**config.mk**
```make
export PLATFORM = sky130hd
export DESIGN_NAME = pwm_compare_deadtime
export DESIGN_NICKNAME = d
export VERILOG_FILES = /design/src/rtl/pwm_compare_deadtime.sv
export SDC_FILE = /design/constraint.sdc
export NUM_CORES = 1
export LEC_CHECK = 0
export BUFFER_PORTS_ARGS = -buffer_cell sky130_fd_sc_hd__clkbuf_2
export CORE_MARGIN = 4
export CORE_UTILIZATION = 50
export DETAILED_ROUTE_END_ITERATION = 6
export PLACE_DENSITY_LB_ADDON = 0.08
export SETUP_SLACK_MARGIN = 0.02
export SLEW_MARGIN = 20
export SYNTH_ARGS = -nofsm -noshare
export SYNTH_HDL_FRONTEND = slang
export SYNTH_SLANG_ARGS = --single-unit
```
**constraint.sdc**
```tcl
create_clock -name clk -period 10 [get_ports clk]
set_input_delay 1 -clock clk [delete_from_list [all_inputs] [get_ports clk]]
set_output_delay 1 -clock clk [all_outputs]
set_load 0.05 [all_outputs]
```
**src/rtl/pwm_compare_deadtime.sv**
```systemverilog
// Purpose: three-leg PWM compare with per-leg dead-time insertion and fault gating.
// Latency: gates follow triangle_count by 2 clk; each commutation adds DEAD_TIME clk of both-off.
// Backpressure: none; duty_valid/new_cycle are fire-and-forget strobes, never stalled.
//
// Ports:
//   clk, reset          : 40 MHz clock, asynchronous active-high reset
//   enable              : synchronous run enable (low = all gates off, compares cleared)
//   new_cycle           : carrier valley strobe, loads the active compare set
//   triangle_count      : carrier value 0..8000
//   duty_a/b/c          : compare references, captured on duty_valid
//   fault, fault_clear  : protection trip and acknowledge
//   gate_xh / gate_xl   : registered high/low-side gate commands per leg
//   cycle_loaded        : one-cycle pulse when the compare set is loaded
//   tripped             : fault state
// Build option: define PWM_FAULT_LATCH_EN to latch faults until fault_clear;
// otherwise tripped is a registered copy of fault.
module pwm_compare_deadtime #(
  parameter logic [15:0] DUTY_MAX  = 16'd8001,
  parameter int unsigned DEAD_TIME = 80
) (
  input  logic        clk,
  input  logic        reset,
  input  logic        enable,
  input  logic        new_cycle,
  input  logic [15:0] triangle_count,
  input  logic [15:0] duty_a,
  input  logic [15:0] duty_b,
  input  logic [15:0] duty_c,
  input  logic        duty_valid,
  input  logic        fault,
  input  logic        fault_clear,
  output logic        gate_ah,
  output logic        gate_al,
  output logic        gate_bh,
  output logic        gate_bl,
  output logic        gate_ch,
  output logic        gate_cl,
  output logic        cycle_loaded,
  output logic        tripped
);

  localparam int unsigned CW = (DEAD_TIME > 1) ? $clog2(DEAD_TIME) : 1;
  localparam logic [CW-1:0] CNT_LAST = CW'(DEAD_TIME - 1);

  typedef enum logic [1:0] {
    S_DEAD = 2'd0,
    S_HIGH = 2'd1,
    S_LOW  = 2'd2
  } leg_state_t;

  logic [15:0] duty_in [3];
  logic [15:0] pending [3];
  logic [15:0] cmp     [3];
  logic [2:0]  raw;
  logic        halt;

  assign duty_in[0] = duty_a;
  assign duty_in[1] = duty_b;
  assign duty_in[2] = duty_c;

  function automatic logic [15:0] sat(input logic [15:0] d);
    return (d >= DUTY_MAX) ? DUTY_MAX : d;
  endfunction

  // fault is included directly so gates drop on the same edge that sets tripped.
  assign halt = !enable || tripped || fault;

  // Duty capture, compare-set load and carrier compare.
  always_ff @(posedge clk or posedge reset) begin
    if (reset) begin
      for (int i = 0; i < 3; i++) begin
        pending[i] <= '0;
        cmp[i]     <= '0;
      end
      raw          <= '0;
      cycle_loaded <= 1'b0;
    end else begin
      for (int i = 0; i < 3; i++) begin
        // pending keeps tracking duty_valid even while disabled
        if (duty_valid)
          pending[i] <= sat(duty_in[i]);
        if (!enable)
          cmp[i] <= '0;
        else if (new_cycle)
          // a coincident strobe bypasses pending so a stale value is never applied
          cmp[i] <= duty_valid ? sat(duty_in[i]) : pending[i];
        raw[i] <= (triangle_count < cmp[i]);
      end
      cycle_loaded <= enable && new_cycle;
    end
  end

  // Fault state.
  always_ff @(posedge clk or posedge reset) begin
    if (reset) begin
      tripped <= 1'b0;
    end else begin
`ifdef PWM_FAULT_LATCH_EN
      if (fault)
        tripped <= 1'b1;
      else if (fault_clear)
        tripped <= 1'b0;
`else
      tripped <= fault;
`endif
    end
  end

`ifndef PWM_FAULT_LATCH_EN
  logic unused_fault_clear;
  assign unused_fault_clear = fault_clear;
`endif

  // Per-leg dead-time FSM. Gate registers are written together with the
  // state so they always reflect the state being entered.
  for (genvar g = 0; g < 3; g++) begin : g_leg
    leg_state_t    state;
    logic [CW-1:0] cnt;
    logic          raw_d;
    logic          gh;
    logic          gl;

    always_ff @(posedge clk or posedge reset) begin
      if (reset) begin
        state <= S_DEAD;
        cnt   <= '0;
        raw_d <= 1'b0;
        gh    <= 1'b0;
        gl    <= 1'b0;
      end else begin
        raw_d <= raw[g];
        if (halt) begin
          state <= S_DEAD;
          cnt   <= '0;
          gh    <= 1'b0;
          gl    <= 1'b0;
        end else begin
          case (state)
            S_HIGH: begin
              if (!raw[g]) begin
                state <= S_DEAD;
                cnt   <= '0;
                gh    <= 1'b0;
                gl    <= 1'b0;
              end else begin
                gh <= 1'b1;
                gl <= 1'b0;
              end
            end
            S_LOW: begin
              if (raw[g]) begin
                state <= S_DEAD;
                cnt   <= '0;
                gh    <= 1'b0;
                gl    <= 1'b0;
              end else begin
                gh <= 1'b0;
                gl <= 1'b1;
              end
            end
            default: begin
              gh <= 1'b0;
              gl <= 1'b0;
              // any movement of raw restarts the dead interval
              if (raw[g] != raw_d) begin
                cnt <= '0;
              end else if (cnt == CNT_LAST) begin
                cnt <= '0;
                if (raw[g]) begin
                  state <= S_HIGH;
                  gh    <= 1'b1;
                end else begin
                  state <= S_LOW;
                  gl    <= 1'b1;
                end
              end else begin
                cnt <= cnt + 1'b1;
              end
            end
          endcase
        end
      end
    end
  end

  assign gate_ah = g_leg[0].gh;
  assign gate_al = g_leg[0].gl;
  assign gate_bh = g_leg[1].gh;
  assign gate_bl = g_leg[1].gl;
  assign gate_ch = g_leg[2].gh;
  assign gate_cl = g_leg[2].gl;

endmodule

```
# [Yosys cells after proc, flatten, opt, wreduce, memory -nomap -nowiden]
# Index checks and enable logic that the tools add are counted.
[word_totals] reg_bits=137 in_bits=71 out_inout_bits=8 wordCells=149
[classes] addsub=3 magnitude_cmp=6 eq_ne=22 n_mux=81 n_reduce_logical=13
[op_table] cell="16-bit 2-to-1 mux" n=12
[op_table] cell="7-bit 2-to-1 mux" n=15
[op_table] cell="16-bit by 13-bit greater-or-equal comparator with 1-bit output, second input constant" n=3
[op_table] cell="16-bit < comparator" n=3
[op_table] cell="7-bit case mux with 2 select lines" n=3
[op_table] cell="2-bit 2-to-1 mux" n=18
[op_table] cell="1-bit 2-to-1 mux" n=24
[op_table] cell="7-bit by 1-bit adder with 7-bit output, second input constant" n=3
[op_table] cell="7-bit == test, second input constant" n=3
[op_table] cell="3-bit inequality test, second input constant" n=6
[op_table] cell="4-bit by 2-bit inequality test with 1-bit output, second input constant" n=3
[op_table] cell="1-bit case mux with 2 select lines" n=6
[op_table] cell="2-bit case mux with 2 select lines" n=3
[op_table] cell="4-bit AND reduction" n=3
[op_table] cell="4-bit nonzero test" n=3
[op_table] cell="2-bit by 1-bit == test with 1-bit output, second input constant" n=3
[op_table] cell="2-bit == test, second input constant" n=3
[op_table] cell="2-bit AND reduction" n=3
[op_table] cell="1-bit inequality test" n=3
[op_table] cell="1-bit logical OR" n=2
[op_table] cell="2-bit by 1-bit inequality test with 1-bit output, second input constant" n=1
[op_table] cell="1-bit logical AND" n=1
[op_table] cell="1-bit zero test" n=1

# [Depth between registers and ports, before layout]
# Gate-level depths: netlist (run 1).
[depth] word_depth=5 ltp_mapped=8 depth_no_buf=7

# [Worst setup path after synthesis (run 1)]
# OpenSTA, ideal clock, no wires.
[synth_path] path_kind="input -> register" startpoint="input port triangle_count[7]" endpoint="register raw[0]" arrival_time_ns=2.207 required_time_ns=9.875 setup_slack_ns=7.668 path_stages=6 n_path_buf=0 cell_sequence="ha_1 a2111oi_0 nor3_1 o21ai_0 a31oi_1 a2111oi_0"
[synth_via] elab_chain_cells=1
[synth_rtl] element="from (decl)" line_no="25" rtl="input logic [15:0] triangle_count,"
[synth_rtl] element="16-bit < comparator" line_no="87" rtl="raw[i] <= (triangle_count < cmp[i]);"
[synth_rtl] element="to (signal, indexed assignment)" line_no="87"
[synth_rtl] element="to (decl)" line_no="54" rtl="logic [2:0] raw;"
# No other way between the ends.
# A chain may end at the register's enable or synchronous reset.

# [Worst setup path in the final report (run 1)]
[layout_path] startpoint="input port enable" endpoint="register g_leg[1].cnt[6]"
[layout_via] elab_chain_cells=5 elab_cells_between_ends=7
[layout_rtl] element="from (decl)" line_no="23" rtl="input logic enable,"
[layout_rtl] element="1-bit zero test (*)"
[layout_rtl] element="1-bit logical OR (*) (2 in series)" line_no="66" rtl="assign halt = !enable || tripped || fault;"
[layout_rtl] element="3-bit inequality test (no source line)"
[layout_rtl] element="2-bit AND reduction (no source line)"
[layout_rtl] element="to (signal assigned)" line_no="177" rtl="cnt <= cnt + 1'b1;"
[layout_rtl] element="to (decl)" line_no="118" rtl="logic [CW-1:0] cnt;"
# Every way passes the cells marked *; elsewhere a longest branch is shown, timed or not.

==> insert_results.sql, run 1 <==
INSERT INTO impl_metrics (metric_group, metric, value, unit) VALUES
('routing', 'drt_drc_violations_left', '0', ''),
('timing', 'max_freq', '327', 'MHz'),
('setup_path', 'worst-path-buf-inv', '1', ''),
('synthesis', 'synthesis.nets', '838', ''),
('outcome', 'run_status', 'finished, final reports clean', ''),
('power', 'seq_power_share', '43.2', '%'),
('power', 'p_clk_share', '47.6', '%'),
('setup_path', 'reg2regPathDepth', '5', ''),
('grt', 'grt_first_pass_wirelength', '26500', 'um'),
('clock_tree', 'cts_repair_resize_count', '0', ''),
('timing', 'layout_worst_path_cycle_share', '30.6', '%'),
('synthesis', 'synthesis.area', '0.00724', 'sq mm'),
('setup_path', 'cpLargestDelayFamily', 'simple AND/OR/NAND/NOR gates', ''),
('timing', 'final_period_minus_worst_setup_slack', '3.06', 'ns'),
('synthesis', 'synthFlopType', 'sky130_fd_sc_hd__dfrtp_1', ''),
('synthesis', 'synth.avg_cell_area', '10.1', 'sq um'),
('clock_tree', 'post_cts_buffers', '0', ''),
('grt', 'globalRouteOverflowTotal', '0', ''),
('timing', 'timing.final.setup_violations', '0', ''),
('routing', 'totalWireLength', '15600', 'um'),
('clock_tree', 'tritoncts.num_buffers', '17', ''),
('power', 'cellPowerDensity', '162', 'mW/mm^2'),
('layout', 'final_nets', '912', ''),
('setup_path', 'crit_path_max_fanout', '51', ''),
('synthesis', 'netlist_instances', '713', ''),
('clock_tree', 'holdBufCountCts', '0', ''),
('worst_hold_path', 'hold_path_depth', '1', ''),
('setup_path', 'crit_path_max_incr_delay', '0.72', 'ns'),
('synthesis', 'synth_sequential_area_ratio', '47.4', '%'),
('clock_tree', 'cts_root_buf', 'sky130_fd_sc_hd__clkbuf_16', ''),
('floorplan', 'initial_core_util', '51.5', '%'),
('layout', 'mostFrequentLayoutCell', 'sky130_fd_sc_hd__dfrtp_1', ''),
('setup_path', 'worst_r2r_endpoint', 'g_leg[1].cnt[6]$_DFFE_PP0P_', ''),
('layout', 'antenna_cells', '0', ''),
('grt', 'initial_antenna_violation_count', '0', ''),
('worst_hold_path', 'hp-class', 'flip-flop to flip-flop', ''),
('routing', 'antenna_violating_nets_post_route', '0', ''),
('timing', 'slew_viol_final', '0', ''),
('setup_path', 'setup.worst_path.class', 'input port to flip-flop', ''),
('grt', 'grt_start_max_net_pins', '84', ''),
('timing', 'grt_setup_unrepaired', 'no', ''),
('layout', 'finalCoreUtilization', '59.7', '%'),
('clock_tree', 'htreeDepth', '4', ''),
('layout', 'area_growth_syn_to_layout', '15.9', '%'),
('floorplan', 'floorplan.core_area', '0.0140', 'sq mm'),
('clock_tree', 'cts.clk_slew.worst_paths', '0.06', 'ns'),
('worst_hold_path', 'worst_min_path_start', 'pending[25]$_DFF_PP0_', ''),
('grt', 'first_global_vias', '5547', ''),
('timing', 'clock-skew-final', '0.00768', 'ns'),
('power', 'power.leakage', '0.00394', 'uW'),
('flow_run', 'drv.max_cap_violation_count', '0', ''),
('setup_path', 'arrival', '3.35', 'ns'),
('placed_design', 'portBuffers', '77', ''),
('clock_tree', 'clock_tree_from_tritoncts', 'yes', ''),
('power', 'internal_power', '1050', 'uW'),
('timing', 'maxSlewHeadroom', '35.9', '%'),
('setup_path', 'launching_element_type_of_the_critical_path', 'input port', ''),
('floorplan', 'pin_count', '79', ''),
('clock_tree', 'cts-root-to-sink-buffers', '2', ''),
('setup_path', 'timing.rr.start', 'tripped$_DFF_PP0_', ''),
('synthesis', 'flip_flop_and_latch_count_after_synthesis', '137', ''),
('synthesis', 'yosys.cell_types.count', '53', ''),
('floorplan', 'core.rowCount', '43', ''),
('routing', 'detailedRoute.firstPassIterationCount', '4', ''),
('setup_path', 'cp-end-kind', 'flip-flop', ''),
('placed_design', 'hpwl', '10800', 'um'),
('routing', 'vias_per_cell', '5.53', ''),
('placed_design', 'final_weighted_congestion_in_routability_driven_placement', '0.827', ''),
('setup_path', 'critPathRequiredTime', '10.29', 'ns'),
('synthesis', 'asyncSetResetFlopFracSynth', '100', '%'),
('synthesis', 'yosys_warnings', '0', '');
==> layer usage <==
layer	track usage [%]	vias up	routed length (um)
li1	-	2682	-
met3	5.13	24	650
met2	33.3	94	7640
met4	6.49	0	299
met1	25.7	2612	7020
met5	0	-	0
==> synth_stat cells (4+ instances only) <==
| library cell | instances | area share, % |
|---|---|---|
| sky130_fd_sc_hd__a2111oi_0 | 7 | 0.85 |
| sky130_fd_sc_hd__a21o_1 | 13 | 1.3 |
| sky130_fd_sc_hd__a21oi_1 | 46 | 3.2 |
| sky130_fd_sc_hd__a31oi_1 | 11 | 0.95 |
| sky130_fd_sc_hd__a32o_1 | 6 | 0.83 |
| sky130_fd_sc_hd__and2_1 | 7 | 0.61 |
| sky130_fd_sc_hd__and3_1 | 6 | 0.52 |
| sky130_fd_sc_hd__buf_1 | 4 | 0.21 |
| sky130_fd_sc_hd__buf_2 | 7 | 0.48 |
| sky130_fd_sc_hd__clkbuf_1 | 13 | 0.67 |
| sky130_fd_sc_hd__dfrtp_1 | 137 | 47 |
| sky130_fd_sc_hd__ha_1 | 54 | 9.3 |
| sky130_fd_sc_hd__inv_1 | 80 | 4.1 |
| sky130_fd_sc_hd__mux2i_1 | 29 | 4.0 |
| sky130_fd_sc_hd__nand2_1 | 35 | 1.8 |
| sky130_fd_sc_hd__nand2b_1 | 7 | 0.61 |
| sky130_fd_sc_hd__nand3_1 | 14 | 0.97 |
| sky130_fd_sc_hd__nand4_1 | 6 | 0.52 |
| sky130_fd_sc_hd__nor2_1 | 20 | 1.0 |
| sky130_fd_sc_hd__nor2b_1 | 63 | 5.4 |
| sky130_fd_sc_hd__nor3_1 | 16 | 1.1 |
| sky130_fd_sc_hd__nor4_1 | 8 | 0.69 |
| sky130_fd_sc_hd__o21a_1 | 4 | 0.41 |
| sky130_fd_sc_hd__o21ai_0 | 45 | 3.1 |
| sky130_fd_sc_hd__o22a_1 | 15 | 1.8 |
| sky130_fd_sc_hd__o2bb2ai_1 | 6 | 0.73 |
==> cell families (layout without fill, tap and decap cells) <==
logic type | Yosys count | after routing | share of synthesized area (%)
simple gates | 200 | 200 | 15.6
flops | 137 | 137 | 47.4
mux | 32 | 32 | 4.48
compound gates | 182 | 182 | 17.3
fa+ha+maj | 54 | 54 | 9.34
buf+inv | 105 | 190 | 5.62
xor+xnor | 3 | 3 | 0.363
==> flip-flops by register name (all words and copies together) (netlist names), 3 cells and up <==
| register | flops |
|---|---|
| pending | 48 |
| g_leg.state | 6 |
| raw | 3 |
| cmp | 48 |
| g_leg.cnt | 21 |
| g_leg.raw_d | 3 |
==> stage by stage <==
stage                     hold slack [ns]  worst slack, ns  power, uW  cell area [sq um]  std cells
final                               0.502             6.94       1350               8390        978
after global routing                0.509             6.75       1410               8390        978
after CTS                           0.504             6.99       1370               8380        978
after detailed placement            0.491             6.53        720               7770        948
after global placement              0.482             6.62        715               7770        948
after floorplan                     0.459             5.33        675               7240        713
==> power groups by stage <==
stage | clock network [uW] | logic (uW) | registers, uW
6_report | 645 | 125 | 585
3_5_place_dp | 0 | 126 | 594
4_1_cts | 659 | 127 | 585
2_1_floorplan | 0 | 82.1 | 593
5_1_grt | 682 | 144 | 587
3_3_place_gp | 0 | 121 | 593
==> how the worst max path moves through the flow <==
stage / start / end / slack [ns] / cells after the start
2_1_floorplan: reset / cmp[0]$_DFFE_PP0P_ / 5.33 / 1
3_3_place_gp: enable / g_leg[1].cnt[4]$_DFFE_PP0P_ / 6.62 / 6
3_5_place_dp: enable / g_leg[1].cnt[6]$_DFFE_PP0P_ / 6.53 / 6
4_1_cts: enable / g_leg[1].cnt[6]$_DFFE_PP0P_ / 6.99 / 6
5_1_grt: enable / g_leg[2].cnt[6]$_DFFE_PP0P_ / 6.75 / 6
6_report: enable / g_leg[1].cnt[6]$_DFFE_PP0P_ / 6.94 / 6
==> final cells by class <==
type | instances | area [sq um]
Clock buffer | 23 | 498
Clock inverter | 7 | 115
Fill cell | 1201 | 5660
Inverter | 80 | 305
Multi-Input combinational cell | 471 | 3400
Sequential cell | 137 | 3430
Tap cell | 180 | 225
Timing Repair Buffer | 80 | 412
(Power assumes the default switching activity.)
==> inputs of run 2 (changes only) <==
- ABC_AREA: not set -> 1
- clock period: 10 -> 2.9 ns (I/O delays scaled with it)
==> run 2 against run 1 <==
Sequential cell count is the same; clock skew is 0.00067 ns lower; setup slack got worse by 5.8 ns; design area grew 1.9%; largest cell class unchanged.
==> insert_results.sql, run 2 <==
INSERT INTO impl_metrics (metric_group, metric, value, unit) VALUES
('outcome', 'run_status', 'finished, final reports clean', ''),
('setup_path', 'crit_path_max_fanout', '13', ''),
('timing', 'max_freq', '576', 'MHz'),
('synthesis', 'yosysMostFrequentCell', 'sky130_fd_sc_hd__nand2_1', ''),
('synthesis', 'synthFlopType', 'sky130_fd_sc_hd__dfrtp_1', ''),
('synthesis', 'asyncSetResetFlopFracSynth', '100', '%'),
('layout', 'drive_above_1_share', '13.3', '%'),
('routing', 'detailedRoute.firstPassIterationCount', '5', ''),
('timing', 'finalWorstSetupSlack', '1.16', 'ns'),
('synthesis', 'synth.top_cells.by_area', 'sky130_fd_sc_hd__dfrtp_1, sky130_fd_sc_hd__nand2_1, sky130_fd_sc_hd__ha_1', ''),
('synthesis', 'netlist_instances', '936', ''),
('synthesis', 'ys_top_cells_by_count', 'sky130_fd_sc_hd__nand2_1, sky130_fd_sc_hd__inv_1, sky130_fd_sc_hd__dfrtp_1', ''),
('floorplan', 'dieArea', '0.0165', 'sq mm'),
('layout', 'reg_top3', 'cmp (48), pending (48), g_leg.cnt (21)', ''),
('layout', 'area_growth_syn_to_layout', '17.6', '%'),
('timing', 'timing.final.setup_violations', '0', ''),
('timing', 'slew_viol_final', '0', ''),
('timing', 'totalNegativeSetupSlack', '0', 'ns'),
('synthesis', 'yosys.cell_types.count', '23', ''),
('synthesis', 'synth_sequential_area_ratio', '47.2', '%'),
('timing', 'grt_setup_unrepaired', 'no', ''),
('routing', 'totalWireLength', '15100', 'um'),
('placed_design', 'place_area', '0.00789', 'sq mm'),
('grt', 'globalRouteTotalUtil', '20.0', '%'),
('setup_path', 'arrival', '2.02', 'ns'),
('grt', 'grt_first_pass_wirelength', '26700', 'um'),
('synthesis', 'synth_top_area_share', '47.2', '%'),
('worst_hold_path', 'hp-class', 'input port to flip-flop', ''),
('floorplan', 'floorplan.core_area', '0.0140', 'sq mm'),
('layout', 'final_design_area_no_fill', '0.00855', 'sq mm'),
('placed_design', 'final_weighted_congestion_in_routability_driven_placement', '0.818', ''),
('power', 'worst_ir_drop_vdd', '0.412', 'mV'),
('routing', 'vias_per_cell', '4.79', ''),
('timing', 'layout_worst_path_cycle_share', '59.9', '%'),
('setup_path', 'cp-end-kind', 'flip-flop', ''),
('flow_run', 'drv.max_cap_violation_count', '0', ''),
('routing', 'drt_drc_violations_left', '0', ''),
('floorplan', 'initial_core_util', '51.8', '%'),
('clock_tree', 'tritoncts.num_buffers', '17', ''),
('synthesis', 'synth.avg_cell_area', '7.76', 'sq um'),
('routing', 'dr.first_iter.drc_count', '279', ''),
('routing', 'antenna_violating_nets_post_route', '0', ''),
('timing', 'maxSlewHeadroom', '65.0', '%'),
('timing', 'worst_slew_pin_slew', '0.522', 'ns'),
('clock_tree', 'cts.clk_slew.worst_paths', '0.06', 'ns'),
('layout', 'mostFrequentLayoutCell', 'sky130_fd_sc_hd__nand2_1', ''),
('clock_tree', 'cts-root-to-sink-buffers', '2', ''),
('routing', 'wl_per_cell', '12.5', 'um'),
('layout', 'mostFrequentLayoutCells', 'sky130_fd_sc_hd__nand2_1, sky130_fd_sc_hd__inv_1, sky130_fd_sc_hd__dfrtp_1', ''),
('clock_tree', 'htreeDepth', '4', ''),
('grt', 'grtUsageMet2', '32.4', '%'),
('floorplan', 'core.rowCount', '43', ''),
('clock_tree', 'clock_tree_from_tritoncts', 'yes', ''),
('layout', 'antenna_cells', '0', ''),
('power', 'cellPowerDensity', '566', 'mW/mm^2'),
('placed_design', 'hpwl', '11000', 'um'),
('timing', 'clock-skew-final', '0.00701', 'ns'),
('synthesis', 'synth_largest_area_cell', 'sky130_fd_sc_hd__dfrtp_1', ''),
('synthesis', 'synth_edf_count', '0', ''),
('synthesis', 'yosys_warnings', '0', ''),
('placed_design', 'portBuffers', '77', ''),
('clock_tree', 'numClockSinks', '137', ''),
('clock_tree', 'post_cts_buffers', '0', ''),
('power', 'fin_total_pwr', '4840', 'uW'),
('layout', 'n_fill_cell', '1284', ''),
('floorplan', 'pin_count', '79', ''),
('grt', 'met3_usage', '4.73', '%'),
('grt', 'groute.layer.met1.usage', '27.2', '%'),
('timing', 'final_period_minus_worst_setup_slack', '1.74', 'ns'),
('setup_path', 'launching_element_type_of_the_critical_path', 'flip-flop', ''),
('grt', 'initial_antenna_violation_count', '0', ''),
('placed_design', 'place_ws', '1.12', 'ns'),
('routing', 'detailroute.via_count', '5816', ''),
('placed_design', 'dpl.cell_count', '1181', ''),
('power', 'power.leakage', '0.00459', 'uW'),
('synthesis', 'flip_flop_and_latch_count_after_synthesis', '137', ''),
('clock_tree', 'cts_root_buf', 'sky130_fd_sc_hd__clkbuf_16', ''),
('synthesis', 'synthesis.area', '0.00727', 'sq mm'),
('synthesis', 'synthesis.nets', '1061', ''),
('timing', 'hold_viol_final', '0', ''),
('setup_path', 'critPathRequiredTime', '3.18', 'ns'),
('grt', 'globalRouteOverflowTotal', '0', ''),
('setup_path', 'setup.worst_path.class', 'flip-flop to flip-flop', ''),
('clock_tree', 'clock_latency_of_the_later_clocked_register_in_the_worst_skew_pair', '0.42', 'ns'),
('floorplan', 'die_width', '129', 'um'),
('grt', 'grt_start_max_net_pins', '48', ''),
('floorplan', 'dieHeight', '129', 'um'),
('layout', 'final_nets', '1146', ''),
('grt', 'first_global_vias', '5841', ''),
('layout', 'layout.cells.non_filler', '1214', ''),
('grt', 'globalRoute.busiestLayer', 'met2', '');
[run 2: path summary, 6_finish.rpt]
check | slack, ns | cells after the start | from | to
max | 1.16 | 5 | tripped$_DFF_PP0_ | g_leg[0].cnt[4]$_DFFE_PP0P_
min | 0.03 | 1 | fault | tripped$_DFF_PP0_
max reg2reg | 1.16 | 5 | tripped$_DFF_PP0_ | g_leg[0].cnt[4]$_DFFE_PP0P_
min reg2reg | 0.46 | 2 | pending[29]$_DFF_PP0_ | pending[29]$_DFF_PP0_
max in group asynchronous | 1.60 | 4 | reset | cmp[12]$_DFFE_PP0P_
min in group asynchronous | 0.44 | 3 | reset | gate_ch$_DFF_PP0_
[run 2: logic make-up (layout without fill, tap and decap cells)]
| logic type | Yosys count | in the layout | synth area share [%] |
|---|---|---|---|
| flops | 137 | 137 | 47.2 |
| simple gates | 447 | 447 | 25.5 |
| compound gates | 105 | 105 | 7.76 |
| buf+inv | 190 | 288 | 9.88 |
| xor+xnor | 3 | 3 | 0.362 |
| fa+ha+maj | 54 | 54 | 9.30 |
[run 2: where the power goes]
group	internal (uW)	leakage, uW	switching [uW]	total, uW
registers	1970	0.00177	29.1	2000
logic	165	0.00251	295	460
clock network	1540	0.000305	839	2370
[run 2: timing repair]
action,in CTS,in global routing
resized for setup,0,0
hold buffers,1,0
hold endpoints to repair,19,0
[run 2: worst max-delay path, stage by stage (launching register included)]
cell	delay (ns)
sky130_fd_sc_hd__dfrtp_1	0.40
sky130_fd_sc_hd__nor3_4	0.39
sky130_fd_sc_hd__nand2_1	0.36
sky130_fd_sc_hd__nand2_1	0.19
sky130_fd_sc_hd__xor2_1	0.18
sky130_fd_sc_hd__a21oi_1	0.06
[run 2: area by class of cell]
type | count | area (sq um) | area share [%]
Clock buffer | 19 | 433 | 5.07
Clock inverter | 13 | 216 | 2.53
Inverter | 167 | 631 | 7.38
Multi-Input combinational cell | 609 | 3120 | 36.5
Sequential cell | 137 | 3430 | 40.1
Tap cell | 180 | 225 | 2.64
Timing Repair Buffer | 89 | 490 | 5.74
[run 2: through the flow]
stage / util, % / hold WS [ns]
5_1_grt: 60.9 / 0.0154
3_3_place_gp: 56.2 / 0.343
6_report: 60.9 / 0.0257
2_1_floorplan: - / 0.321
3_5_place_dp: 56.2 / 0.337
4_1_cts: 60.9 / 0.00676
[run 2: layer usage]
| layer | routed length (um) | up-vias |
|---|---|---|
| li1 | - | 3099 |
| met3 | 663 | 10 |
| met2 | 6940 | 101 |
| met1 | 7380 | 2606 |
| met4 | 141 | 0 |
| met5 | 0 | - |
